`src/rtl/muldiv_hilo_sequencer.sv`:
```
// Multiply/divide sequencer owning the HI/LO pair: radix-2 shift-add multiply
// and restoring divide on magnitudes, sign-corrected and committed in FIXUP.
module muldiv_hilo_sequencer #(
    parameter int unsigned WIDTH = 32
) (
    input  logic             clk,
    input  logic             reset_n,
    input  logic             start,
    input  logic [1:0]       op,
    input  logic [WIDTH-1:0] rs_data,
    input  logic [WIDTH-1:0] rt_data,
    input  logic             hi_write,
    input  logic             lo_write,
    input  logic [WIDTH-1:0] wdata,
    input  logic             hilo_read,
    output logic [WIDTH-1:0] hi,
    output logic [WIDTH-1:0] lo,
    output logic             busy,
    output logic             stall,
    output logic             done
);

    localparam int unsigned CW = $clog2(WIDTH);

    typedef enum logic [1:0] {IDLE, RUN, FIXUP} state_t;

    state_t             state, state_nxt;
    logic [1:0]         op_q;
    logic               sign_a, sign_b, div0;
    logic [CW-1:0]      cnt;
    logic [WIDTH-1:0]   opnd;
    logic [2*WIDTH-1:0] acc;

    logic [WIDTH-1:0]   mag_rs, mag_rt;
    logic [WIDTH:0]     mul_sum;
    logic [WIDTH:0]     div_top, div_diff;
    logic [2*WIDTH-1:0] acc_step, prod;
    logic [WIDTH-1:0]   res_hi, res_lo;
    logic               rt_zero;

    assign rt_zero = (rt_data == '0);
    assign mag_rs  = (op[0] && rs_data[WIDTH-1]) ? -rs_data : rs_data;
    assign mag_rt  = (op[0] && rt_data[WIDTH-1]) ? -rt_data : rt_data;

    always_comb begin
        state_nxt = state;
        case (state)
            IDLE:    if (start) state_nxt = (op[1] && rt_zero) ? FIXUP : RUN;
            RUN:     if (cnt == CW'(WIDTH-1)) state_nxt = FIXUP;
            FIXUP:   state_nxt = IDLE;
            default: state_nxt = IDLE;
        endcase
    end

    assign busy  = (state != IDLE);
    assign stall = busy & (start | hi_write | lo_write | hilo_read);

    // Multiply keeps {partial product, remaining multiplier}; divide keeps
    // {remainder, quotient}. The trial difference is bounded by the divisor,
    // so WIDTH+1 signed bits are enough to detect a negative result.
    always_comb begin
        mul_sum  = {1'b0, acc[2*WIDTH-1:WIDTH]} + (acc[0] ? {1'b0, opnd} : '0);
        div_top  = acc[2*WIDTH-1:WIDTH-1];
        div_diff = div_top - {1'b0, opnd};
        if (op_q[1]) begin
            if (div_diff[WIDTH]) acc_step = {div_top[WIDTH-1:0], acc[WIDTH-2:0], 1'b0};
            else                 acc_step = {div_diff[WIDTH-1:0], acc[WIDTH-2:0], 1'b1};
        end else begin
            acc_step = {mul_sum, acc[WIDTH-1:1]};
        end
    end

    always_comb begin
        prod   = (sign_a ^ sign_b) ? -acc : acc;
        res_hi = prod[2*WIDTH-1:WIDTH];
        res_lo = prod[WIDTH-1:0];
        if (div0) begin
            res_hi = acc[2*WIDTH-1:WIDTH];
            res_lo = acc[WIDTH-1:0];
        end else if (op_q[1]) begin
            res_lo = (sign_a ^ sign_b) ? -acc[WIDTH-1:0] : acc[WIDTH-1:0];
            res_hi = sign_a ? -acc[2*WIDTH-1:WIDTH] : acc[2*WIDTH-1:WIDTH];
        end
    end

    always_ff @(posedge clk or negedge reset_n) begin
        if (!reset_n) state <= IDLE;
        else          state <= state_nxt;
    end

    always_ff @(posedge clk or negedge reset_n) begin
        if (!reset_n) begin
            op_q   <= '0;
            sign_a <= 1'b0;
            sign_b <= 1'b0;
            div0   <= 1'b0;
            cnt    <= '0;
            opnd   <= '0;
            acc    <= '0;
            hi     <= '0;
            lo     <= '0;
            done   <= 1'b0;
        end else begin
            done <= (state == FIXUP);
            case (state)
                IDLE: begin
                    if (start) begin
                        op_q   <= op;
                        sign_a <= op[0] & rs_data[WIDTH-1];
                        sign_b <= op[0] & rt_data[WIDTH-1];
                        cnt    <= '0;
                        div0   <= op[1] & rt_zero;
                        opnd   <= op[1] ? mag_rt : mag_rs;
                        // Divide-by-zero parks the final HI/LO image in acc directly
                        if (op[1] && rt_zero) acc <= {rs_data, {WIDTH{1'b1}}};
                        else if (op[1])       acc <= {{WIDTH{1'b0}}, mag_rs};
                        else                  acc <= {{WIDTH{1'b0}}, mag_rt};
                    end else begin
                        if (hi_write) hi <= wdata;
                        if (lo_write) lo <= wdata;
                    end
                end
                RUN: begin
                    acc <= acc_step;
                    cnt <= cnt + 1'b1;
                end
                FIXUP: begin
                    hi <= res_hi;
                    lo <= res_lo;
                end
                default: ;
            endcase
        end
    end

endmodule

```
`config.mk`:
```
export PLATFORM = sky130hd
export DESIGN_NAME = muldiv_hilo_sequencer
export DESIGN_NICKNAME = d
export VERILOG_FILES = /design/src/rtl/muldiv_hilo_sequencer.sv
export SDC_FILE = /design/constraint.sdc
export NUM_CORES = 1
export LEC_CHECK = 0
export ABC_AREA = 1
export BUFFER_PORTS_ARGS = -buffer_cell sky130_fd_sc_hd__clkbuf_2
export CELL_PAD_IN_SITES_DETAIL_PLACEMENT = 1
export CELL_PAD_IN_SITES_GLOBAL_PLACEMENT = 2
export CORE_MARGIN = 4
export CORE_UTILIZATION = 35
export DETAILED_ROUTE_END_ITERATION = 12
export GPL_ROUTABILITY_DRIVEN = 0
export PLACE_DENSITY_LB_ADDON = 0.1
export SLEW_MARGIN = 10
export SYNTH_ARGS = -nofsm -noshare
export SYNTH_HDL_FRONTEND = slang
export SYNTH_SLANG_ARGS = --single-unit
```
`constraint.sdc`:
```
create_clock -name clk -period 5.81 [get_ports clk]
set_input_delay 0.8715 -clock clk [delete_from_list [all_inputs] [get_ports clk]]
set_output_delay 0.8715 -clock clk [all_outputs]
set_load 0.05 [all_outputs]
```
==> out/results.ini <==
[flow_run]
max_cap_viol_count=0

[global_routing]
grt_overflow=0
use_met2=0.501
met3_usage=0.0429
grt_busiest_layer=met2
use_met1=0.448
antenna_found_initial=1
grt_pass1_vias=23000
track_usage=0.319
grt_first_pass_wirelength_um=144000
grt_max_degree=152

[die]
core_mm2=0.0540
die-height_um=242
ios=171
die_w_um=242
die_area_mm2=0.0585
start_util=0.354
rows=85

[clock_tree]
holdBufCountCts=0
cts_root_buf=clkbuf_16
clk_pin_slew_ps=80
clk_path_buf_depth=2
cts_setup_buffers=0
clock_latency_ps=500
cts_tree=done
htreeDepth=4
cts.sinks=172
cts_buffers=17
cts_resized=0

[final_layout]
area_growth_pct=10.3
num-fill-cells=7491
nets=3641
antenna_cells=0
utilization=0.391
drive_gt1_frac=0.0883

[worst_setup_path]
crit_start=state[0]
crit_path_end_kind=flip-flop
cp.required_ps=6190
startpoint_type=flip-flop
arrival_ps=3630
worstSetupEndpoint=cnt[3]
cp_max_fo=55
r2r_end=cnt[3]
reg2regPathDepth=11
crit_path_max_incr_delay_ps=700
cp_slowest_cell=clkinv_2
path_cells=nor2_1 -> inv_2 -> nor2_2 -> nor2_2 -> buf_4 -> clkinv_2 -> buf_4 -> nor2_1 -> nand3_1 -> o21ai_0 -> a21oi_1
rr_startpoint=state[0]
ff2ff_setup_slack_ps=2560
crit_type=reg2reg

[placed_design]
place.port_buffers=170
dp_hpwl_um=79400
pre_cts_ws_ps=2430

[synth]
synth_common_cells=1222 x nand2_1, 504 x inv_1, 302 x nand3_1
synth_sequential_area_ratio=0.225
ys_types=56
yosys-top-cells-area=nand2_1 24%, dfrtp_1 22%, inv_1 9.9%
synth-seq-cells=172
synth_fp_nets=3547
ys.flop_type=dfrtp_1
syn_area_mm2=0.0191
avgSynthCellArea_um2=5.68
synth-async-reset-ratio=1.00
yosysTopAreaCellShare=0.240
synth_top_area_cell=nand2_1
synth_edf_count=0
syn-instance-count=3371
yosysMostFrequentCell=nand2_1
ys_warn_count=0

[sta]
rsz0062_at_grt=no
period_needed_ps=3250
finalCritPeriodShare=0.560
clock_skew_ps=21.9
hold_violations=0
setup_tns_ps=0
setup_viol=0
relSlewSlack=0.305
worst_pin_slew_ps=1040
setup_ws_ps=2560
fmax_mhz=307
final_max_slew_viol_count=0

[power]
seqPwrFrac=0.189
clkPwrFrac=0.087
cell_internal_pwr_mw=5.35
p_leak_nw=11.5
combinationalPowerShare=0.723
ir_drop_mv=0.304
p_sw_mw=9.06
switching_share=0.629
powerDensity_mw_per_mm2=682

[routing]
final_antenna_net_count=0
routed_wl_um=96000
wl_per_cell_um=23.0
drc=0
num_vias=22935
drt_iter0_drc=1884
dr.pass1.iters=5
vias_per_cell=5.49

[hold_path]
hold_path_class=in2async

[outcome]
status=finished, final reports clean

[layer usage]
metal	vias up	wire, um
li1	10886	-
met1	11193	44500
met2	724	42400
met3	130	5360
met4	2	3690
met5	-	7
[final cells by class]
cell class              count  area (um2)  area share
well taps                 696         871      0.0412
clock inverters            12         155     0.00734
clock buffers              20         457      0.0216
multi-input cells        2568       12400       0.586
repair buffers            186         990      0.0468
inverters                 520        1960      0.0927
flip-flops and latches    172        4310       0.204
[state kept, by name, indices dropped and copies added (netlist names)]
signal and count:
acc 64, hi 32, lo 32, opnd 32, cnt 5, state 2
div0 1, done 1, op_q 1, sign_a 1, sign_b 1
[through the flow]
step                hold slack, ps  std cells  total power [mW]  cell area [um2]
finish                         238       4174              14.4            21100
global route                   236       4174              15.6            21100
CTS                            215       4174              14.3            21100
detailed placement             492       4142              12.9            20500
global placement               486       4142              12.7            20500
floorplan                      467       3371              9.58            19100
[cell usage in the layout (no fill, tap or decap), types with 4 or more instances in the layout]
cell	instances
o211ai_1	40
nor3_1	26
o21bai_1	14
a211oi_1	9
nand3_2	5
xnor2_1	19
clkbuf_16	17
inv_1	502
xor2_1	35
clkinvlp_4	4
nand3b_1	6
nor2_1	296
o21ai_1	13
a21boi_0	9
o21ai_0	156
a31oi_1	11
ha_1	70
buf_4	15
a2bb2oi_1	5
nor2_4	6
nand2_1	1222
clkbuf_2	169
a211oi_2	10
a21oi_1	154
nand3_1	302
dfrtp_1	171
inv_2	12
o221ai_1	12
nand2_2	20
nor2_2	20
a22oi_1	13
nand4_1	55
[power by group through the flow]
stage	Combinational [mW]	Clock, mW	Sequential (mW)
detailed placement	10.2	0	2.70
finish	10.4	1.26	2.73
CTS	10.3	1.28	2.68
global placement	10.0	0	2.68
floorplan	6.57	0	3.01
global route	11.5	1.32	2.77
[kinds of logic after synthesis]
logic type,after synthesis,synth area share
xor gates and xnor gates,54,0.0247
and+or+nand+nor,1977,0.430
adders and majority gates,72,0.0478
buffers and inverters,631,0.129
AOI/OAI and AO/OA,465,0.144
DFF,172,0.225
[critical path: cells and delay by family (launching register included)]
kind,cells,cell delay (ps)
simple gates,5,670
compound gates,2,240
flops,1,560
buf+inv,4,1630
[worst min path at each step]
| stage | cells past startpoint | slack, ps | startpoint | to |
|---|---|---|---|---|
| 3_3_place_gp | 2 | 490 | lo[10] | lo[10] |
| 2_1_floorplan | 2 | 470 | sign_b | sign_b |
| 6_report | 1 | 240 | reset_n | done |
| 4_1_cts | 1 | 210 | reset_n | hi[28] |
| 3_5_place_dp | 2 | 490 | lo[10] | lo[10] |
| 5_1_grt | 1 | 240 | reset_n | done |
No activity file was read; power rests on OpenSTA's default activity.
